**src/rtl/pixl_bus_reader_if.sv**
```systemverilog
// pixl_bus_reader_if: Atari bus pins and fabric push port for the pixl read responder.
// The slave modport is the responder's view; the master modport is the view of
// whatever drives the Atari bus and the fabric producer.
interface pixl_bus_reader_if;
    logic        a8_clk;
    logic [15:0] a8_addr;
    logic        a8_rw_n;
    logic [7:0]  a8_data_in;
    logic [7:0]  a8_data_out;
    logic        a8_data_oe;
    logic        push_valid;
    logic [7:0]  push_data;
    logic        push_ready;

    modport slave (
        input  a8_clk,
        input  a8_addr,
        input  a8_rw_n,
        input  a8_data_in,
        output a8_data_out,
        output a8_data_oe,
        input  push_valid,
        input  push_data,
        output push_ready
    );

    modport master (
        output a8_clk,
        output a8_addr,
        output a8_rw_n,
        output a8_data_in,
        input  a8_data_out,
        input  a8_data_oe,
        output push_valid,
        output push_data,
        input  push_ready
    );
endinterface

```
**src/rtl/pixl_bus_reader.sv**
```systemverilog
// pixl_bus_reader: Atari-side read responder for the pixl cartridge.
// Answers 6502 reads in the BASE_PAGE register window from a small FIFO that
// fabric producers fill through a valid/ready push port.
//   offset 0x00 STATUS : {not_empty, overflow, 1'b0, count[4:0]}; a write with
//                        bit6 set clears overflow
//   offset 0x01 DATA   : FIFO head (popped at the end of the cycle), or EMPTY_BYTE
//   offset 0x02 RDCOUNT: 8-bit count of DATA reads that popped a byte; present
//                        only when the PIXL_RD_COUNT_EN macro is defined
// phi2 is asynchronous; it is resynchronised with two flops and edge-detected
// with a third, so bus edges act on the fabric 3 clk after they occur.
module pixl_bus_reader #(
    parameter logic [7:0] BASE_PAGE  = 8'hD5,
    parameter int         DEPTH      = 16,
    parameter logic [7:0] EMPTY_BYTE = 8'h00
) (
    input  logic             clk,
    input  logic             rst,
    pixl_bus_reader_if.slave bus
);

    localparam int         AW      = (DEPTH > 1) ? $clog2(DEPTH) : 1;
    localparam logic [4:0] DEPTH_C = 5'(DEPTH);

    typedef enum logic [1:0] {
        ST_IDLE = 2'd0,
        ST_HIT  = 2'd1,
        ST_MISS = 2'd2
    } state_t;

    // ------------------------------------------------------------------
    // Registers
    // ------------------------------------------------------------------
    logic        r_phi_meta;
    logic        r_phi_sync;
    logic        r_phi_prev;

    state_t      r_state;
    logic        r_data_oe;
    logic [7:0]  r_data_out;
    logic [15:0] r_addr;
    logic        r_rw_n;
    logic        r_was_nonempty;

    logic [7:0]  r_mem [DEPTH];
    logic [AW-1:0] r_wptr;
    logic [AW-1:0] r_rptr;
    logic [4:0]  r_count;
    logic        r_push_ready;
    logic        r_ovf;

`ifdef PIXL_RD_COUNT_EN
    logic [7:0]  r_rd_count;
`endif

    // ------------------------------------------------------------------
    // Wires
    // ------------------------------------------------------------------
    logic        w_phi_rise;
    logic        w_phi_fall;
    logic        w_in_page;
    logic [7:0]  w_off;
    logic        w_rd_hit;
    logic [7:0]  w_status;
    logic [7:0]  w_head;
    logic [7:0]  w_rd_value;
    state_t      w_state_nxt;
    logic        w_load;
    logic        w_pop;
    logic        w_ovf_clr;
    logic        w_oe_nxt;
    logic        w_push;
    logic        w_ovf_set;
    logic [4:0]  w_count_nxt;
    logic        w_lat_data_rd;
    logic        w_lat_stat_wr;

    assign w_phi_rise = r_phi_sync & ~r_phi_prev;
    assign w_phi_fall = ~r_phi_sync & r_phi_prev;

    assign w_in_page  = (bus.a8_addr[15:8] == BASE_PAGE);
    assign w_off      = bus.a8_addr[7:0];
    assign w_status   = {(r_count != 5'd0), r_ovf, 1'b0, r_count};
    assign w_head     = r_mem[r_rptr];

    // Decoded meaning of the cycle latched at the rise
    assign w_lat_data_rd = r_rw_n  & (r_addr == {BASE_PAGE, 8'h01});
    assign w_lat_stat_wr = ~r_rw_n & (r_addr == {BASE_PAGE, 8'h00});

    assign w_push    = bus.push_valid & r_push_ready;
    assign w_ovf_set = bus.push_valid & ~r_push_ready;

    assign bus.a8_data_out = r_data_out;
    assign bus.a8_data_oe  = r_data_oe;
    assign bus.push_ready  = r_push_ready;

    // Resynchronise phi2; flops reset high so phi2 high at reset release is not a rise
    always_ff @(posedge clk) begin
        if (rst) begin
            r_phi_meta <= 1'b1;
            r_phi_sync <= 1'b1;
            r_phi_prev <= 1'b1;
        end else begin
            r_phi_meta <= bus.a8_clk;
            r_phi_sync <= r_phi_meta;
            r_phi_prev <= r_phi_sync;
        end
    end

    // Read decode of the live address and the byte a hit would drive
    always_comb begin
        w_rd_hit   = 1'b0;
        w_rd_value = w_status;
        if (w_in_page && bus.a8_rw_n) begin
            case (w_off)
                8'h00: begin
                    w_rd_hit   = 1'b1;
                    w_rd_value = w_status;
                end
                8'h01: begin
                    w_rd_hit   = 1'b1;
                    w_rd_value = (r_count != 5'd0) ? w_head : EMPTY_BYTE;
                end
`ifdef PIXL_RD_COUNT_EN
                8'h02: begin
                    w_rd_hit   = 1'b1;
                    w_rd_value = r_rd_count;
                end
`endif
                default: begin
                    w_rd_hit   = 1'b0;
                    w_rd_value = w_status;
                end
            endcase
        end else begin
            w_rd_hit   = 1'b0;
            w_rd_value = w_status;
        end
    end

    // Bus FSM next state plus the end-of-cycle pop and overflow-clear strobes
    always_comb begin
        w_state_nxt = r_state;
        w_load      = 1'b0;
        w_pop       = 1'b0;
        w_ovf_clr   = 1'b0;
        case (r_state)
            ST_IDLE: begin
                if (w_phi_rise) begin
                    w_load      = 1'b1;
                    w_state_nxt = w_rd_hit ? ST_HIT : ST_MISS;
                end else begin
                    w_state_nxt = ST_IDLE;
                end
            end
            ST_HIT, ST_MISS: begin
                if (w_phi_fall) begin
                    w_state_nxt = ST_IDLE;
                    w_pop       = w_lat_data_rd & r_was_nonempty;
                    w_ovf_clr   = w_lat_stat_wr & ((bus.a8_data_in & 8'h40) != 8'h00);
                end else begin
                    w_state_nxt = r_state;
                end
            end
            default: begin
                w_state_nxt = ST_IDLE;
            end
        endcase
        w_oe_nxt = (w_state_nxt == ST_HIT);
    end

    // FSM state, latched cycle info and registered bus outputs
    always_ff @(posedge clk) begin
        if (rst) begin
            r_state        <= ST_IDLE;
            r_data_oe      <= 1'b0;
            r_data_out     <= 8'h00;
            r_addr         <= 16'h0000;
            r_rw_n         <= 1'b1;
            r_was_nonempty <= 1'b0;
        end else begin
            r_state   <= w_state_nxt;
            r_data_oe <= w_oe_nxt;
            if (w_load) begin
                r_addr         <= bus.a8_addr;
                r_rw_n         <= bus.a8_rw_n;
                r_was_nonempty <= (r_count != 5'd0);
                if (w_rd_hit) begin
                    r_data_out <= w_rd_value;
                end else begin
                    r_data_out <= r_data_out;
                end
            end else begin
                r_addr         <= r_addr;
                r_rw_n         <= r_rw_n;
                r_was_nonempty <= r_was_nonempty;
                r_data_out     <= r_data_out;
            end
        end
    end

    // FIFO occupancy after this clk's push and pop
    always_comb begin
        case ({w_push, w_pop})
            2'b10:   w_count_nxt = r_count + 5'd1;
            2'b01:   w_count_nxt = r_count - 5'd1;
            default: w_count_nxt = r_count;
        endcase
    end

    // FIFO storage; contents need no reset because count gates every read
    always_ff @(posedge clk) begin
        if (w_push) begin
            r_mem[r_wptr] <= bus.push_data;
        end
    end

    // FIFO pointers, count, ready flag and sticky overflow (set beats clear)
    always_ff @(posedge clk) begin
        if (rst) begin
            r_wptr       <= '0;
            r_rptr       <= '0;
            r_count      <= 5'd0;
            r_push_ready <= 1'b1;
            r_ovf        <= 1'b0;
        end else begin
            if (w_push) begin
                r_wptr <= r_wptr + AW'(1);
            end
            if (w_pop) begin
                r_rptr <= r_rptr + AW'(1);
            end
            r_count      <= w_count_nxt;
            r_push_ready <= (w_count_nxt != DEPTH_C);
            if (w_ovf_set) begin
                r_ovf <= 1'b1;
            end else if (w_ovf_clr) begin
                r_ovf <= 1'b0;
            end
        end
    end

`ifdef PIXL_RD_COUNT_EN
    // Count of DATA reads that actually returned a FIFO byte; wraps at 256
    always_ff @(posedge clk) begin
        if (rst) begin
            r_rd_count <= 8'h00;
        end else if (w_pop) begin
            r_rd_count <= r_rd_count + 8'h01;
        end
    end
`endif

endmodule

```
**src/flat_wrapper.sv**
```systemverilog
// flat-port wrapper written by rule: the top's interface ports become plain ports
module pixl_bus_reader_flat 
#(
    parameter logic [7:0] BASE_PAGE  = 8'hD5,
    parameter int         DEPTH      = 16,
    parameter logic [7:0] EMPTY_BYTE = 8'h00
)
  (clk, rst, bus_a8_clk, bus_a8_addr, bus_a8_rw_n, bus_a8_data_in, bus_a8_data_out, bus_a8_data_oe, bus_push_valid, bus_push_data, bus_push_ready);
  pixl_bus_reader_if bus_i ();
  input  logic clk;
  input  logic rst;
  input wire logic [$bits(bus_i.a8_clk)-1:0] bus_a8_clk;
  input wire logic [$bits(bus_i.a8_addr)-1:0] bus_a8_addr;
  input wire logic [$bits(bus_i.a8_rw_n)-1:0] bus_a8_rw_n;
  input wire logic [$bits(bus_i.a8_data_in)-1:0] bus_a8_data_in;
  output wire logic [$bits(bus_i.a8_data_out)-1:0] bus_a8_data_out;
  output wire logic [$bits(bus_i.a8_data_oe)-1:0] bus_a8_data_oe;
  input wire logic [$bits(bus_i.push_valid)-1:0] bus_push_valid;
  input wire logic [$bits(bus_i.push_data)-1:0] bus_push_data;
  output wire logic [$bits(bus_i.push_ready)-1:0] bus_push_ready;
  assign bus_i.a8_clk = bus_a8_clk;
  assign bus_i.a8_addr = bus_a8_addr;
  assign bus_i.a8_rw_n = bus_a8_rw_n;
  assign bus_i.a8_data_in = bus_a8_data_in;
  assign bus_a8_data_out = bus_i.a8_data_out;
  assign bus_a8_data_oe = bus_i.a8_data_oe;
  assign bus_i.push_valid = bus_push_valid;
  assign bus_i.push_data = bus_push_data;
  assign bus_push_ready = bus_i.push_ready;
  pixl_bus_reader #(.BASE_PAGE(BASE_PAGE), .DEPTH(DEPTH), .EMPTY_BYTE(EMPTY_BYTE)) u_core (.clk(clk), .rst(rst), .bus(bus_i));
endmodule
```
**config.mk**
```make
export PLATFORM = sky130hd
export DESIGN_NAME = pixl_bus_reader_flat
export DESIGN_NICKNAME = d
export VERILOG_FILES = /design/src/rtl/pixl_bus_reader_if.sv /design/src/rtl/pixl_bus_reader.sv /design/src/flat_wrapper.sv
export SDC_FILE = /design/constraint.sdc
export NUM_CORES = 1
export LEC_CHECK = 0
export BUFFER_PORTS_ARGS = -buffer_cell sky130_fd_sc_hd__buf_2
export CAP_MARGIN = 5
export CORE_ASPECT_RATIO = 0.6
export CORE_MARGIN = 2
export CORE_UTILIZATION = 35
export CTS_CLUSTER_DIAMETER = 100
export CTS_CLUSTER_SIZE = 24
export DETAILED_ROUTE_END_ITERATION = 10
export PLACE_DENSITY_LB_ADDON = 0.05
export RECOVER_POWER = 100
export SKIP_LAST_GASP = 1
export SLEW_MARGIN = 0
export SYNTH_ARGS = -nofsm -noshare
export SYNTH_HDL_FRONTEND = slang
export SYNTH_SLANG_ARGS = --single-unit
```
**constraint.sdc**
```tcl
create_clock -name clk -period 3 [get_ports clk]
set_clock_uncertainty 0.15 [all_clocks]
set_input_delay 0 -clock clk [delete_from_list [all_inputs] [get_ports clk]]
set_output_delay 0 -clock clk [all_outputs]
set_load 0.02 [all_outputs]
```
# Word-level counts from Yosys, hierarchy flattened
# Memory sizes are Yosys's and may differ from the RTL's. A register that Yosys moved wholly into a read port is not among the register bits.
# Index checks and enable logic that the tools add are counted.
# W data, S select, Z words.
totals:
  register_bits: 47
  ramBits: 128
  input_bits: 37
  out_inout_bits: 10
  mem_count: 1
memory_table:
  columns: ["name", "words", "word_bits", "rd", "rd_clocked_by_memory_dff", "wr", "line", "rtl"]
  rows:
  - ["u_core.r_mem", 16, 8, 1, 1, 1, "pixl_bus_reader.sv:44", "logic [7:0] r_mem [DEPTH];"]
classes:
  addsub: 4
  eq_ne: 10
  muxes: 22
  bitwise: 12
  reduce_logical: 8
op_table:
  columns: ["operator", "n"]
  rows:
  - ["$eq A16 B16 Y1 const B", 2]
  - ["$mux W8", 3]
  - ["$mux W1", 12]
  - ["$pmux W5 S2", 1]
  - ["$add A4 B1 Y4 const B", 2]
  - ["$and A1 B1 Y1", 8]
  - ["$eq A8 B1 Y1 const B", 1]
  - ["$eq A8 B8 Y1 const B", 1]
  - ["$logic_not A8 Y1", 1]
  - ["$mux W4", 2]
  - ["$eq A2 B1 Y1 const B", 3]
  - ["$mux W2", 3]
  - ["$add A5 B1 Y5 const B", 1]
  - ["$ne A5 B5 Y1 const B", 1]
  - ["$reduce_bool A5 Y1", 1]
  - ["$sub A5 B1 Y5 const B", 1]
  - ["$eq A2 B2 Y1 const B", 2]
  - ["$not A1 Y1", 4]
  - ["$pmux W2 S2", 1]
  - ["$reduce_or A2 Y1", 2]
  - ["$logic_not A2 Y1", 1]
  - ["$reduce_and A2 Y1", 1]
  - ["$reduce_bool A2 Y1", 1]
  - ["$logic_and A1 B1 Y1", 1]

# Depth between registers and ports, before layout
logic_depth:
  ltp_word: 8
  ltp_mapped: 13
  mapped_depth_nobuf: 13

# Worst setup path before layout
# OpenSTA, ideal clock, no wires.
synth_path:
  kind: "reg2reg"
  start: "register u_core.r_state[0]"
  end: "register u_core.r_push_ready, in the netlist u_core.bus.push_ready"
  arrival_time_ps: 2900
  t_required_ps: 2787
  setup_slack_ps: -113
  path_stages_with_launch: 14
  path_buffers: 0
  period_less_slack_ps: 3113
  cell_sequence: "dfxtp_1 inv_1 ha_1 and4b_1 nand3_1 nor3_2 ha_1 xor2_1 ha_1 and2b_1 o32ai_4 mux2i_1 or3_4 nand4_2"
synth_between:
  elab_chain_cells: 6
synth_lines:
  columns: ["item", "line", "rtl"]
  rows:
  - ["start, declared", "pixl_bus_reader.sv:37", "state_t r_state;"]
  - ["start signal, assigned", "pixl_bus_reader.sv:181", "r_state <= w_state_nxt;"]
  - ["$eq A2 B1 Y1 / $eq A2 B2 Y1 (equally long branches)", "pixl_bus_reader.sv:146", "case (r_state)"]
  - ["$reduce_or A2 Y1 (*)", "pixl_bus_reader.sv:146", null]
  - ["$mux W1 (*)", "pixl_bus_reader.sv:146", null]
  - ["$eq A2 B1 Y1 / $eq A2 B2 Y1 (equally long branches)", "pixl_bus_reader.sv:203", "case ({w_push, w_pop})"]
  - ["$pmux W5 S2 (*)", "pixl_bus_reader.sv:203", null]
  - ["$ne A5 B5 Y1 (*)", "pixl_bus_reader.sv:233", "r_push_ready <= (w_count_nxt != DEPTH_C);"]
  - ["end signal, assigned", "pixl_bus_reader.sv:233", null]
  - ["end, declared", "pixl_bus_reader.sv:48", "logic r_push_ready;"]
# Mark *: on every way between the ends. The rest lies on a longest branch, timed or not.
# A chain may end at the register's enable or synchronous reset.

# Worst setup path in the final report
# Same ends and word-level chain as after synthesis.

==> run summary <==
======================================================================================
Synthesized area divided by synthesized cell count                           14.4 um^2
Fraction of synthesis flops using an asynchronous set or reset pin                   0
Design Power                                                                   5090 uW
Endpoint of the worst hold-timing path                                    u_core.r_phi_meta
Worst setup path class                                                    register to register
Shortest clock period the worst path allows after layout                       2.86 ns
Initial antenna violation count                                                      0
Overflow left after global routing                                                   0
Smallest setup slack after layout                                             0.141 ns
Startpoint type of the worst setup path                                       register
Number of global-route vias before repair                                        4,467
Violations in the final reports                                           capacitance limit, slew limit
Clock tree from TritonCTS                                                        built
Count of nets after finishing                                                      656
Clock Pin Slew Worst Setup and Hold Paths                                      0.07 ns
Total track usage                                                                0.177
Routed via count divided by cell count                                            5.05
Achievable frequency                                                           350 MHz
Port buffer count                                                                   39
HPWL reported at the end of detailed placement                               12,000 um
Hold WC Path Type                                                         input port to register
Number of unique standard cell types used by synthesis                              57
Post-DR wirelength/cell                                                        20.3 um
Starting density of the core                                                     0.360
Top cell by count, worst path                                                     ha_2
Flop2flop setup slack                                                          0.14 ns
Layout overhead on the synthesized area                                          21.5%
Die Span X                                                                      190 um
Vias post-DR                                                                     4,526
Worst r2r dst                                                             u_core.bus.push_ready
Final total negative setup slack                                                  0 ns
Slew margin rel.                                                               -0.0256
Top cells by area, synth                                                  edfxtp_1, dfxtp_1, mux4_2
List of most frequent post-synthesis cells                                edfxtp_1, nand2_1, dfxtp_1, nor2_1, mux4_2
Library cell used as clock root buffer                                       clkbuf_16
Largest driver fanout on the critical path                                           4
Area share of the largest cell type after synthesis                              0.530
Yosys synthesis warning count                                                        0
Status                                                                    finished with violations
Worst hold start                                                            bus_a8_clk
Worst hold path cell count                                                           3
Area of all placed cells without fillers                                     8820 um^2
Wire length of the first global-routing pass                                 27,400 um
Number of flip-flops and latches in the synthesized netlist                        179
Htree depth                                                                          4
Hold slack final                                                              0.144 ns
Most numerous cell in the Yosys netlist                                       edfxtp_1
Cell Area, Synth                                                             7260 um^2
Iteration-0 DRC count of the detailed router                                       395
Clock Latency Late Sink                                                        0.43 ns
Filler cell count                                                                1,881
Setup violations, final                                                              0
Post-Synthesis Net Count                                                           551
Depth of the worst register-to-register path                                        13
RePlAce Congestion                                                               0.738
Maximum count of clock buffers along a single path                                   2
Count of endpoints failing hold in the final timing report                           0
Transition at the pin with the smallest max-transition slack                   1.54 ns
Leak pwr                                                                    0.00289 uW
Post-place instance area                                                     8000 um^2
EDFF count, synth                                                                  128
Critical path data arrival time                                                3.08 ns
Slew Viols, Final                                                                   35
Storage element area                                                         4870 um^2
Library cell contributing the largest single delay on the critical path          or3_4
Die footprint                                                              21,900 um^2
Maximum number of pins on one net before global-route repair                        35
Required time of the worst setup path                                          3.22 ns
Proportion of layout cells with a drive suffix above 1                           0.188
Multi-input combinational cell area                                          2250 um^2
Unrepaired setup endpoints after global routing                                  false
Worst Setup End Kind                                                          register
Vertical extent of the die                                                      116 um
Power Density                                                              577 nW/um^2
Number of detailed-routing iterations run before antenna repair                      5
Count of antenna-violating nets left after detailed routing                          0
Cell chain of the critical path                                           inv_1 > ha_4 > and4b_1 > nand3_2 > nor3_4 > ha_2 > xor2_1 > ha_2 > and2b_1 > o32ai_4 > mux2i_1 > or3_4 > nand4_2
Cell accounting for the most synthesized area                                 edfxtp_1
Maximum ir drop on the vdd rail                                                 391 uV
Core Rows                                                                           40
Number of placed I/O pins                                                           47
Synthesized instance count                                                         504
Final routed wirelength across all metal layers                              18,200 um
CTS buffer count                                                                    17
Clk sinks                                                                          179
MaxCap Viol Count                                                                    1
Worst Setup SP                                                            u_core.r_state[0]
Primary FF master, synth                                                      edfxtp_1
Pre-CTS worst setup slack                                                 -0.000900 ns
Ratio of final minimum period to clock period                                    0.953
Seq/Total Area, Yosys                                                            0.670
Std-Cell Core Area                                                         20,200 um^2
Largest stage delay on the critical path                                       0.41 ns
Count of unresolved DRC violations after routing                                     0
Critical register-to-register path startpoint                             u_core.r_state[0]
======================================================================================
## area by class of cell
type                    count  share of cell area
inverters                  11             0.00468
flip-flops and latches    179               0.552
well taps                 273              0.0387
repair buffers            114              0.0853
clock buffers              19              0.0491
multi-input cells         286               0.255
clock inverters            13              0.0153
diodes                      1            0.000284
## cell usage in the layout (no fill, tap or decap), drive strengths merged, types with 3 or more instances in the layout
cell type    count
a2111oi          3
a211oi           7
a21oi           23
a222oi           5
a31oi            3
buf             40
clkbuf          63
clkinv           5
clkinvlp         4
dfxtp           51
dlygate4sd3     30
edfxtp         128
ha              10
inv             13
mux2i           11
mux4            29
nand2           71
nand2b           4
nand3            5
nand3b           3
nand4            4
nor2            41
nor2b            6
nor3            11
nor4             3
nor4bb           4
o21ai            6
or2              3
xnor2            6
xor2             4
## what timing repair did
item	in CTS	in global routing
cloned	0	0
setup buffers	2	2
endpoints found under the hold margin	164	0
hold buffers	30	0
resized for setup	2	3
pin swaps	2	4
endpoints found under the setup margin	1	3
## metal layers
layer	GRT usage	part of all wire
met2	0.229	0.39
met4	0.0522	0.014
met3	0.0497	0.056
met1	0.282	0.54
met5	0	0
## cells by family (layout without fill, tap and decap cells)
family                   after synthesis  after routing  share of synthesized area
buffers and inverters                 39            157                     0.0250
multiplexers                          42             42                      0.108
flip-flops                           179            179                      0.670
AO/OA/AOI/OAI                         59             59                     0.0571
AND/OR/NAND/NOR                      165            165                      0.110
other                                  0              1                          0
XOR/XNOR                              10             10                     0.0121
adder cells (fa/ha/maj)               10             10                     0.0172
## worst max path at each step
| stage | end | slack [ns] | depth (start not counted) |
|---|---|---|---|
| 2_1_floorplan | u_core.bus.push_ready | 0.03 | 13 |
| 3_3_place_gp | u_core.bus.push_ready | 0.05 | 13 |
| 3_5_place_dp | u_core.bus.push_ready | -0.0009 | 13 |
| 4_1_cts | u_core.bus.push_ready | 0.002 | 13 |
| 5_1_grt | u_core.bus.push_ready | 0.009 | 13 |
| 6_report | u_core.bus.push_ready | 0.14 | 13 |
## power by group
group | internal (uW) | total [uW] | switching (uW)
logic | 89.6 | 224 | 134
clock network | 1220 | 2170 | 948
registers | 2680 | 2690 | 12.9
total | 3990 | 5090 | 1090
## stage by stage
| step | util | instances |
|---|---|---|
| detailed placement | 0.397 | 829 |
| global placement | 0.397 | 829 |
| floorplan | - | 504 |
| finish | 0.437 | 896 |
| global route | 0.437 | 895 |
| CTS | 0.441 | 893 |
## flip-flops by register name, summed over array words and instances, names as in the netlist, 2 cells and up, named ones only
register                cells
u_core.r_rptr               4
u_core.r_count              5
u_core.r_wptr               4
u_core.r_state              2
u_core.r_mem              128
u_core.r_addr              16
u_core.bus.a8_data_out      8
## critical path: cells and delay by family (launching register included)
family | cells | cell delay, ns
XOR/XNOR | 1 | 0.16
flip-flops | 1 | 0.34
adder cells (fa/ha/maj) | 3 | 0.72
multiplexers | 1 | 0.13
AND/OR/NAND/NOR | 6 | 1.15
AO/OA/AOI/OAI | 1 | 0.08
buffers and inverters | 1 | 0.07
No activity file was read; power rests on OpenSTA's default activity.
